**src/rtl/bus_arbiter_pkg.sv**
```systemverilog
// Shared definitions for the two-master serial-select bus arbiter.
package bus_arbiter_pkg;

  typedef enum logic [2:0] {
    StIdle,
    StGrant,
    StAddr,
    StConnect,
    StRelease
  } state_e;

  localparam int unsigned SelW          = 2;
  localparam int unsigned DefTimeout    = 16;
  localparam int unsigned DefSlaveCount = 3;

endpackage

```
**src/rtl/rr_priority_2.sv**
```systemverilog
// Two-way round-robin pick: a lone requester wins; on contention the master
// that did not own the last tenure wins.
module rr_priority_2 (
  input  logic [1:0] req_i,   // bit 0 = master 1, bit 1 = master 2
  input  logic       last_i,  // 1: master 2 owned the last completed tenure
  output logic [1:0] win_o
);

  always_comb begin
    win_o = req_i;
    if (&req_i) begin
      win_o = last_i ? 2'b01 : 2'b10;
    end
  end

endmodule

```
**src/rtl/bus_arbiter.sv**
```systemverilog
// Two-master bus arbiter: grants the bus, shifts in a 2-bit serial slave
// select, routes to the slave until the owner drops its request.
module bus_arbiter
  import bus_arbiter_pkg::*;
#(
  parameter int unsigned TIMEOUT     = DefTimeout,
  parameter int unsigned SLAVE_COUNT = DefSlaveCount
) (
  input  logic            clk,
  input  logic            reset,
  input  logic            m1_request,
  input  logic            m2_request,
  input  logic            master_valid,
  input  logic            bus_serial,
  output logic            m1_grant,
  output logic            m2_grant,
  output logic [SelW-1:0] slave_sel,
  output logic            slave_sel_valid,
  output logic            bus_busy,
  output logic            addr_err
);

  localparam int unsigned     CntW    = (TIMEOUT > 1) ? $clog2(TIMEOUT) : 1;
  localparam logic [CntW-1:0] WaitMax = CntW'(TIMEOUT - 1);

  state_e          state_q, state_d;
  logic [1:0]      grant_q, grant_d;
  logic            owner_q, owner_d;  // 1: master 2 holds the current tenure
  logic            last_q, last_d;    // 1: master 2 held the last tenure
  logic [CntW-1:0] wait_q, wait_d;
  logic [SelW-1:0] sel_q, sel_d;
  logic            sel_valid_q, sel_valid_d;
  logic            err_q, err_d;

  logic [1:0]      win;
  logic            owner_req;
  logic [SelW-1:0] sel_cand;
  logic            sel_ok;

  rr_priority_2 u_rr (
    .req_i  ({m2_request, m1_request}),
    .last_i (last_q),
    .win_o  (win)
  );

  assign owner_req = owner_q ? m2_request : m1_request;
  assign sel_cand  = {sel_q[1], bus_serial};
  assign sel_ok    = 32'(sel_cand) < SLAVE_COUNT;

  always_comb begin
    state_d     = state_q;
    grant_d     = grant_q;
    owner_d     = owner_q;
    last_d      = last_q;
    wait_d      = wait_q;
    sel_d       = sel_q;
    sel_valid_d = sel_valid_q;
    err_d       = 1'b0;

    unique case (state_q)
      StIdle: begin
        if (|win) begin
          grant_d = win;
          owner_d = win[1];
          wait_d  = '0;
          state_d = StGrant;
        end
      end
      StGrant: begin
        if (!owner_req) begin
          grant_d = '0;
          state_d = StRelease;
        end else if (master_valid) begin
          sel_d[1] = bus_serial;
          wait_d   = '0;
          state_d  = StAddr;
        end else if (wait_q == WaitMax) begin
          err_d   = 1'b1;
          grant_d = '0;
          state_d = StRelease;
        end else if (wait_q != '1) begin
          wait_d = wait_q + CntW'(1);
        end
      end
      StAddr: begin
        // A stalled master (valid low) may sit here indefinitely.
        if (!owner_req) begin
          grant_d = '0;
          state_d = StRelease;
        end else if (master_valid) begin
          sel_d[0] = bus_serial;
          if (sel_ok) begin
            sel_valid_d = 1'b1;
            state_d     = StConnect;
          end else begin
            err_d   = 1'b1;
            grant_d = '0;
            state_d = StRelease;
          end
        end
      end
      StConnect: begin
        if (!owner_req) begin
          grant_d     = '0;
          sel_valid_d = 1'b0;
          state_d     = StRelease;
        end
      end
      StRelease: begin
        grant_d     = '0;
        sel_valid_d = 1'b0;
        wait_d      = '0;
        last_d      = owner_q;
        state_d     = StIdle;
      end
      default: state_d = StIdle;
    endcase
  end

  always_ff @(posedge clk or negedge reset) begin
    if (!reset) begin
      state_q     <= StIdle;
      grant_q     <= '0;
      owner_q     <= 1'b0;
      last_q      <= 1'b1;
      wait_q      <= '0;
      sel_q       <= '0;
      sel_valid_q <= 1'b0;
      err_q       <= 1'b0;
    end else begin
      state_q     <= state_d;
      grant_q     <= grant_d;
      owner_q     <= owner_d;
      last_q      <= last_d;
      wait_q      <= wait_d;
      sel_q       <= sel_d;
      sel_valid_q <= sel_valid_d;
      err_q       <= err_d;
    end
  end

  assign m1_grant        = grant_q[0];
  assign m2_grant        = grant_q[1];
  assign slave_sel       = sel_q;
  assign slave_sel_valid = sel_valid_q;
  assign bus_busy        = (state_q != StIdle);
  assign addr_err        = err_q;

endmodule

```
**config.mk**
```make
export PLATFORM = sky130hd
export DESIGN_NAME = bus_arbiter
export DESIGN_NICKNAME = d
export VERILOG_FILES = /design/src/rtl/bus_arbiter_pkg.sv /design/src/rtl/rr_priority_2.sv /design/src/rtl/bus_arbiter.sv
export SDC_FILE = /design/constraint.sdc
export NUM_CORES = 1
export LEC_CHECK = 0
export CORE_MARGIN = 2
export CORE_UTILIZATION = 55
export DETAILED_ROUTE_END_ITERATION = 6
export PLACE_DENSITY_LB_ADDON = 0.08
export SLEW_MARGIN = 0
export SYNTH_ARGS = -nofsm -noshare
export SYNTH_HDL_FRONTEND = slang
export SYNTH_HIERARCHICAL = 1
export SYNTH_SLANG_ARGS = --single-unit
export TNS_END_PERCENT = 1
```
**constraint.sdc**
```tcl
create_clock -name clk -period 2.8 [get_ports clk]
set_clock_uncertainty 0.15 [all_clocks]
set_input_delay 0.28 -clock clk [delete_from_list [all_inputs] [get_ports clk]]
set_output_delay 0.28 -clock clk [all_outputs]
set_load 0.02 [all_outputs]
```
# Word-level counts from Yosys, hierarchy flattened
# Cells that the tools add are included.
# W data, S select, Z words.
[totals]
mem_bits_rw = 0
in_bits = 6
wordCells = 83
latchBits = 0
output_inout_bits = 7
memories = 0
ff_bits = 15
mem_bits_ro = 0
[op_classes]
bitwise_logic = 0
n_mul = 0
div = 0
n_reduce_logical = 14
magnitude_cmp = 1
addsub = 1
eq_ne = 19
mux = 39
shifts = 0
[ops]
columns = ["cell", "n"]
rows = [
  ["$mux W3", 8],
  ["$mux W2", 10],
  ["$mux W4", 5],
  ["$ne A3 B3 Y1 const B", 6],
  ["$ne A2 B2 Y1 const B", 6],
  ["$pmux W3 S4", 1],
  ["$pmux W4 S3", 1],
  ["$mux W1", 11],
  ["$pmux W2 S5", 1],
  ["$reduce_and A5 Y1", 2],
  ["$reduce_bool A3 Y1", 3],
  ["$ne A4 B4 Y1 const B", 2],
  ["$reduce_and A7 Y1", 1],
  ["$eq A3 B2 Y1 const B", 2],
  ["$reduce_and A3 Y1", 2],
  ["$reduce_bool A5 Y1", 1],
  ["$add A4 B1 Y4 const B", 1],
  ["$eq A4 B4 Y1 const B", 1],
  ["$reduce_and A2 Y1", 2],
  ["$reduce_and A4 Y1", 1],
  ["$eq A3 B1 Y1 const B", 1],
  ["$eq A3 B3 Y1 const B", 1],
  ["$logic_not A3 Y1", 1],
  ["$pmux W1 S3", 1],
  ["other kinds (3)", 3],
]

# Longest topological paths before layout
[logic_depth]
depth_word = 6
mapped_depth = 6
depth_no_buf = 6

# Modules after synthesis
# Netlist, hierarchy kept.
[modules_own_cells]
columns = ["module", "seq_area_each_um2", "area_per_inst_um2", "instances", "cells_each"]
rows = [
  ["bus_arbiter", 376.6, 817.0, 1, 84],
  ["rr_priority_2", 0.0, 18.8, 1, 3],
]

# Worst setup path after synthesis
# Ideal clock, no wire load.
[synth_timing]
path_kind = "register to register"
start = "register wait_q[0]"
end = "register wait_q[2]"
required_ns = 2.585
period_less_slack_ns = 1.887
stages_incl_launch_ff = 6
setup_time_ns = 0.065
path_slack_ns = 0.913
arrival_ns = 1.672
n_path_buf = 0
path_cell_list = "dfrtp_1 -> ha_1 -> and4b_1 -> o32a_1 -> or4b_1 -> nand2_1"
[synth_via]
elab_chain_cells = 6
word_cells_on_any_way = 11
classes_between = "add/sub (1); eq/ne (4); mux (5); reduce/logical (1)"
[synth_rtl]
columns = ["item", "line", "text"]
rows = [
  ["start, declared", "bus_arbiter.sv:30", "logic [CntW-1:0] wait_q, wait_d;"],
  ["start signal, assigned", "bus_arbiter.sv:135", "wait_q <= wait_d;"],
  ["$add A4 B1 Y4", "bus_arbiter.sv:82", "wait_d = wait_q + CntW'(1);"],
  ["$mux W4", "bus_arbiter.sv:81", "end else if (wait_q != '1) begin"],
  ["$mux W4", "bus_arbiter.sv:77", "end else if (wait_q == WaitMax) begin"],
  ["$mux W4", "bus_arbiter.sv:73", "end else if (master_valid) begin"],
  ["$mux W4", "bus_arbiter.sv:70", "if (!owner_req) begin"],
  ["$pmux W4 S3", "bus_arbiter.sv:60", "unique case (state_q)"],
]
# Several ways; a longest one is shown, not always the timed one. The select of a mux whose other input is x is not followed.
# A chain may end at the register's enable or synchronous reset.

# Worst setup path in the final report
[layout_timing]
start = "register state_q[0]"
end = "output port bus_busy"
[layout_via]
elab_chain_cells = 1
[layout_rtl]
columns = ["item", "line", "text"]
rows = [
  ["start, declared", "bus_arbiter.sv:26", "state_e state_q, state_d;"],
  ["start signal, assigned", "bus_arbiter.sv:122", "state_q <= StIdle;"],
  ["start signal, assigned", "bus_arbiter.sv:131", "state_q <= state_d;"],
  ["$reduce_bool A3 Y1", "bus_arbiter.sv:146", "assign bus_busy = (state_q != StIdle);"],
  ["end, declared", "bus_arbiter.sv:19", "output logic bus_busy,"],
]
# No other way between the ends.

==> results.md <==
- Status: complete, no violations
- IO buf count: 12
- DR WL/cell: 15.8 um
- # fillers: 128
- Dpl hpwl: 1.33 mm
- Row Count: 14
- Synthesized Nets: 94
- Overall power: 0.976 mW
- Worst Max-Slew Pin Slew: 0.647 ns
- Final RePlAce weighted congestion: 0.834
- Worst EP arrival: between 2 and 2.5 ns
- Max Root-Sink Buffers: 2
- Fin crit period: 2.44 ns
- GRT Residual Overflow: 0
- Commonest non-fill, non-tap cells in the layout: 14 x dfrtp_1, 12 x clkdlybuf4s50_1, 7 x nor2_1, 7 x nand2_1, 5 x o21ai_0
- CP Launch Type: flop
- Worst hold path class: primary input to async pin
- Reg2reg start: state_q[0]
- CTS tree: built
- Initial DRT Pass Iterations: 4
- Initial Util: 0.568
- RSZ-0062 raised after global routing: false
- Total detailed-routing wirelength: between 1.5 and 2 mm
- Nature of the critical path endpoint: primary output
- DP Area: 986 um2
- Diodes inserted: 0
- H-tree depth: 1
- Peak fanout along the critical path: 14
- Tcrit/Tclk final: 0.870
- Async S/R FF share, synth: 1.00
- Resize count post-CTS: 0
- Post-synth top flop: dfrtp_1
- Die Ht: 43.0 um
- Root Driver: clkbuf_4
- Die X: 43.0 um
- Initial antenna violation count: 0
- Static leakage: 0.454 nW
- Syn Inst Count: 87
- Register area: 377 um2
- Synth Cell Area: approximately 840 um2
- Slew Viols, Final: 0
- Crit path kind: flop to primary output
- Placeable Area: 1470 um2
- Final core occ: 0.689
- NumNets Final: between 100 and 150
- Terminus of the critical flop-to-flop path: wait_q[2]
- Post-CTS Setup Inserts: 0
- Final Setup Violations: 0
- Register area share after synthesis: 0.451
- Achievable Freq: 411 MHz
- Worst-Skew Late Latency: 0.28 ns
- First-pass GRT wire length: 2.88 mm
- Final WS setup: 0.364 ns
- Area delta synth->final: 21.3%
- Total Neg Setup Slack: 0 ns
- Ys Warns: 6
- Commonest non-fill, non-tap cell in the layout: dfrtp_1
- CTS buffer count: 3
- Endpoints failing hold: 0
- Vias in the first global route: 659
- # clock sinks: 15
- GRT Total Usage: 0.208
- Worst IR Drop VDD: 0.427 mV
- Dpl ws: 0.440 ns
- Flop2flop setup slack: 0.66 ns
- Drt initial violations: 33
- Largest net degree at the start of global routing: 16
- Maxcap violations: 0
- Design Area, Final: 1010 um2
- Cell Pwr Density: 963 nW/um2
- Vias: 714
- Synthesized area per cell: 9.61 um2
- Post-route ant nets: 0
- Count of unique library cells instantiated by Yosys: 37
- # IOs: 13
- Cells on worst reg2reg path: 4
- Max_slew headroom: 0.557
- DRC viols: 0
- Vias per cell: a little over 6
- Multi-input logic area: 424 um2
- Clock slew at reported path FFs: around 0.090 ns
- Share of cells above drive strength 1: 0.147
- CP required: 2.37 ns
- Die area: 1850 um2
- Yosys reg bits: 15
- Post-synth EDFFs: 0
- Cts hold-fix bufs: 0
==> per-layer routing <==
metal  vias to the layer above  track usage  wire length [um]
met1                       340        0.277               856
met2                        21        0.339               914
met5                         -            0                 0
met4                         0       0.0727                13
li1                        351            -                 -
met3                         2       0.0383                78
==> synth_stat cells, drive strengths merged, types with 3 or more instances <==
master | number | area, um2
nand3 | 4 | 20.0
a22o | 3 | 26.3
dfrtp | 14 | 350
mux2 | 4 | 45.0
nor2 | 7 | 26.3
clkbuf | 4 | 15.0
nor3 | 3 | 15.0
inv | 4 | 15.0
o21ai | 5 | 25.0
nand2 | 7 | 26.3
==> metrics by stage <==
step,hold WS (ns),instances
finish,0.251,118
global route,0.306,118
CTS,0.272,118
detailed placement,0.346,114
global placement,0.340,114
floorplan,-0.166,87
==> worst max-delay path by stage <==
stage                 startpoint        end  slack, ns  depth (start not counted)
CTS                   state_q[0]   bus_busy       0.36                          4
finish                state_q[0]   bus_busy       0.36                          4
detailed placement  master_valid  wait_q[2]       0.44                          5
global placement    master_valid  wait_q[2]       0.50                          5
floorplan              wait_q[0]  wait_q[2]       0.91                          5
global route          state_q[0]   bus_busy       0.22                          4
==> flip-flops by register name, indices dropped and copies added (netlist names) <==
| signal | flops |
|---|---|
| addr_err | 1 |
| grant_q | 2 |
| last_q | 1 |
| owner_q | 1 |
| slave_sel | 2 |
| slave_sel_valid | 1 |
| state_q | 3 |
| wait_q | 4 |
==> final cells by class <==
cell class              count  share of cell area
inverters                   4              0.0148
well taps                  16              0.0198
clock inverters             1             0.00494
flip-flops and latches     15               0.372
clock buffers               3              0.0222
multi-input cells          63               0.419
repair buffers             16               0.148
==> power by group <==
group	switching [mW]	internal [mW]	total, mW
logic	0.240	0.229	0.469
clock network	0.0722	0.0530	0.125
registers	0.0872	0.295	0.382
==> worst max-delay path: stages, from the launching register on <==
cell and delay (ns):
dfrtp_1 0.52, or2_2 0.36, nor2_1 0.22, inv_1 0.08
clkdlybuf4s50_1 0.54
==> cell families (layout without fill, tap and decap cells) <==
kind of cell               Yosys count  count (layout)  synth area share
xor gates and xnor gates             1               1            0.0105
AOI/OAI and AO/OA                   23              23             0.198
and+or+nand+nor                     33              33             0.219
buffers and inverters                9              24            0.0419
adders and majority gates            1               1            0.0150
muxes                                5               5            0.0659
DFF                                 15              15             0.451
(Power assumes the default switching activity.)
==> patch, RTL diff (config.mk and constraints unchanged) <==
`DefTimeout`: 16 -> 32.
--- a/src/rtl/bus_arbiter_pkg.sv
+++ b/src/rtl/bus_arbiter_pkg.sv
@@ -11,5 +11,5 @@
 
   localparam int unsigned SelW          = 2;
-  localparam int unsigned DefTimeout    = 16;
+  localparam int unsigned DefTimeout    = 32;
   localparam int unsigned DefSlaveCount = 3;
 
Function: same outputs for any inputs over 10 cycles, from zero or initial values and one cycle with reset low; that may be too few to reach the edited logic, so the function may still have changed.
==> patch against the original RTL <==
- clock power up 22%
- wire length up 5.7%
- synthesized cell count up 24%
- area after synthesis up 13%
- design area up 9.8%
- power up 8.6%
- largest cell class unchanged
- worst setup slack better by 16 ps
- via count up 18%
- sequential cell count up 1
- die area up 12%
==> patch: results (changes against the original RTL) <==
** Worst setup path
- The delay of the slowest cell on the worst path was 580 ps (+40 ps).
- Critical R2R Launch :: wait_q[0]$_DFFE_PN0P_
- Worst reg2reg setup slack :: 390 ps (-270 ps)
- Critical path's slowest cell :: dfrtp_1
- Number of cells on the worst reg-to-reg path :: 7 (+3)
- Critical register-to-register path endpoint :: wait_q[3]$_DFFE_PN0P_
- In this run the worst setup path begins at state_q[1]$_DFFE_PN0P_.
- The data arrival time of the critical path came to 1990 ps (-20 ps).

** Synthesis
- The adder-cell share of the synthesized area came to 2.64% (+1.1 points).
- The count of mapped cells out of synthesis came to 108 (+24%).
- The fraction of synthesized area in multiplexers was 6.08% (-0.51 points).
- Post-synth cell types :: 34 (-8.1%)
- Synthesized-area fraction occupied by ao, oa, aoi and oai cells :: 23.8% (+4.0 points)
- The net count of the mapped netlist is 116 (+23%).
- In the post-synthesis netlist, the biggest area contributors are dfrtp_1 (40%), o21ai_0 (6.9%), a21oi_1 (4.2%).
- The xor and xnor fraction of the mapped netlist area was 0% (-1.0 points).
- Leading post-synthesis cells by instance count :: dfrtp_1 (15), o21ai_0 (13), a21oi_1 (8), nor2_1 (8)

** Outcome
- Run status :: completed

** Placement
- The instance count after placement with tap cells included was 132 (+16%).
- Post-Place Cell Area :: 1080 sq um (+9.1%)
- The worst setup slack before clock tree synthesis is 409 ps (-30.6 ps).

** Cells and area
- Largest regs :: wait_q: 5 flops, state_q: 3 flops
- Ratio of cells with drive above 1 in the final layout :: 8.33% (-6.4 points)

** Detailed routing
- Wirelength per Cell :: 14.5 um (-8.3%)
- The detailed route wirelength on metal3 is 84 um (+7.7%).
- The violation count after the first detailed-route iteration came to 27 (-18%).
- Met1 routed wirelength after detailed routing :: 959 um (+12%)
- The sum of routed wire length over all layers was 1970 um (+5.7%).
- The wire length on met2 came to 893 um (-2.3%).

** Pwr
- The cell leakage power was 0.479 nW (+5.6%).
- Maximum VDD drop :: 0.622 mV (+46%)

** Global route
- All-Layer GR Usage :: 22.5% (+1.6 points)
- The pin count of the biggest net entering global routing was 21 (+5).
- Grt met3 use :: 2.38% (-1.4 points)
- Via count of the first global-routing pass :: 808 (+23%)

** STA
- Measured slew at the worst slew-check pin :: 674 ps (+27.6 ps)
patch: final cells by class:
cell class | instances | area, sq um
timing repair buffer | 13 | 128
inverter | 6 | 22.5
multi-input combinational | 81 | 504
tap | 16 | 20.0
sequential | 16 | 402
fill | 116 | 447
clock buffer | 4 | 36.3
patch: worst min path at each step:
stage                                  to  slack, ps  cells past startpoint
floorplan              addr_err$_DFF_PN0_       -170                      0
CTS                 wait_q[1]$_DFFE_PN0P_        280                      1
global placement       last_q$_DFFE_PN1N_        330                      2
detailed placement     last_q$_DFFE_PN1N_        330                      2
global route        wait_q[1]$_DFFE_PN0P_        330                      1
finish              wait_q[1]$_DFFE_PN0P_        240                      1
patch: power breakdown:
| group | switching (W) | internal [W] | leakage [nW] |
|---|---|---|---|
| logic | 0.000282 | 0.000226 | 0.249 |
| clock network | 0.0000735 | 0.0000793 | 0.0210 |
| registers | 0.0000945 | 0.000305 | 0.210 |
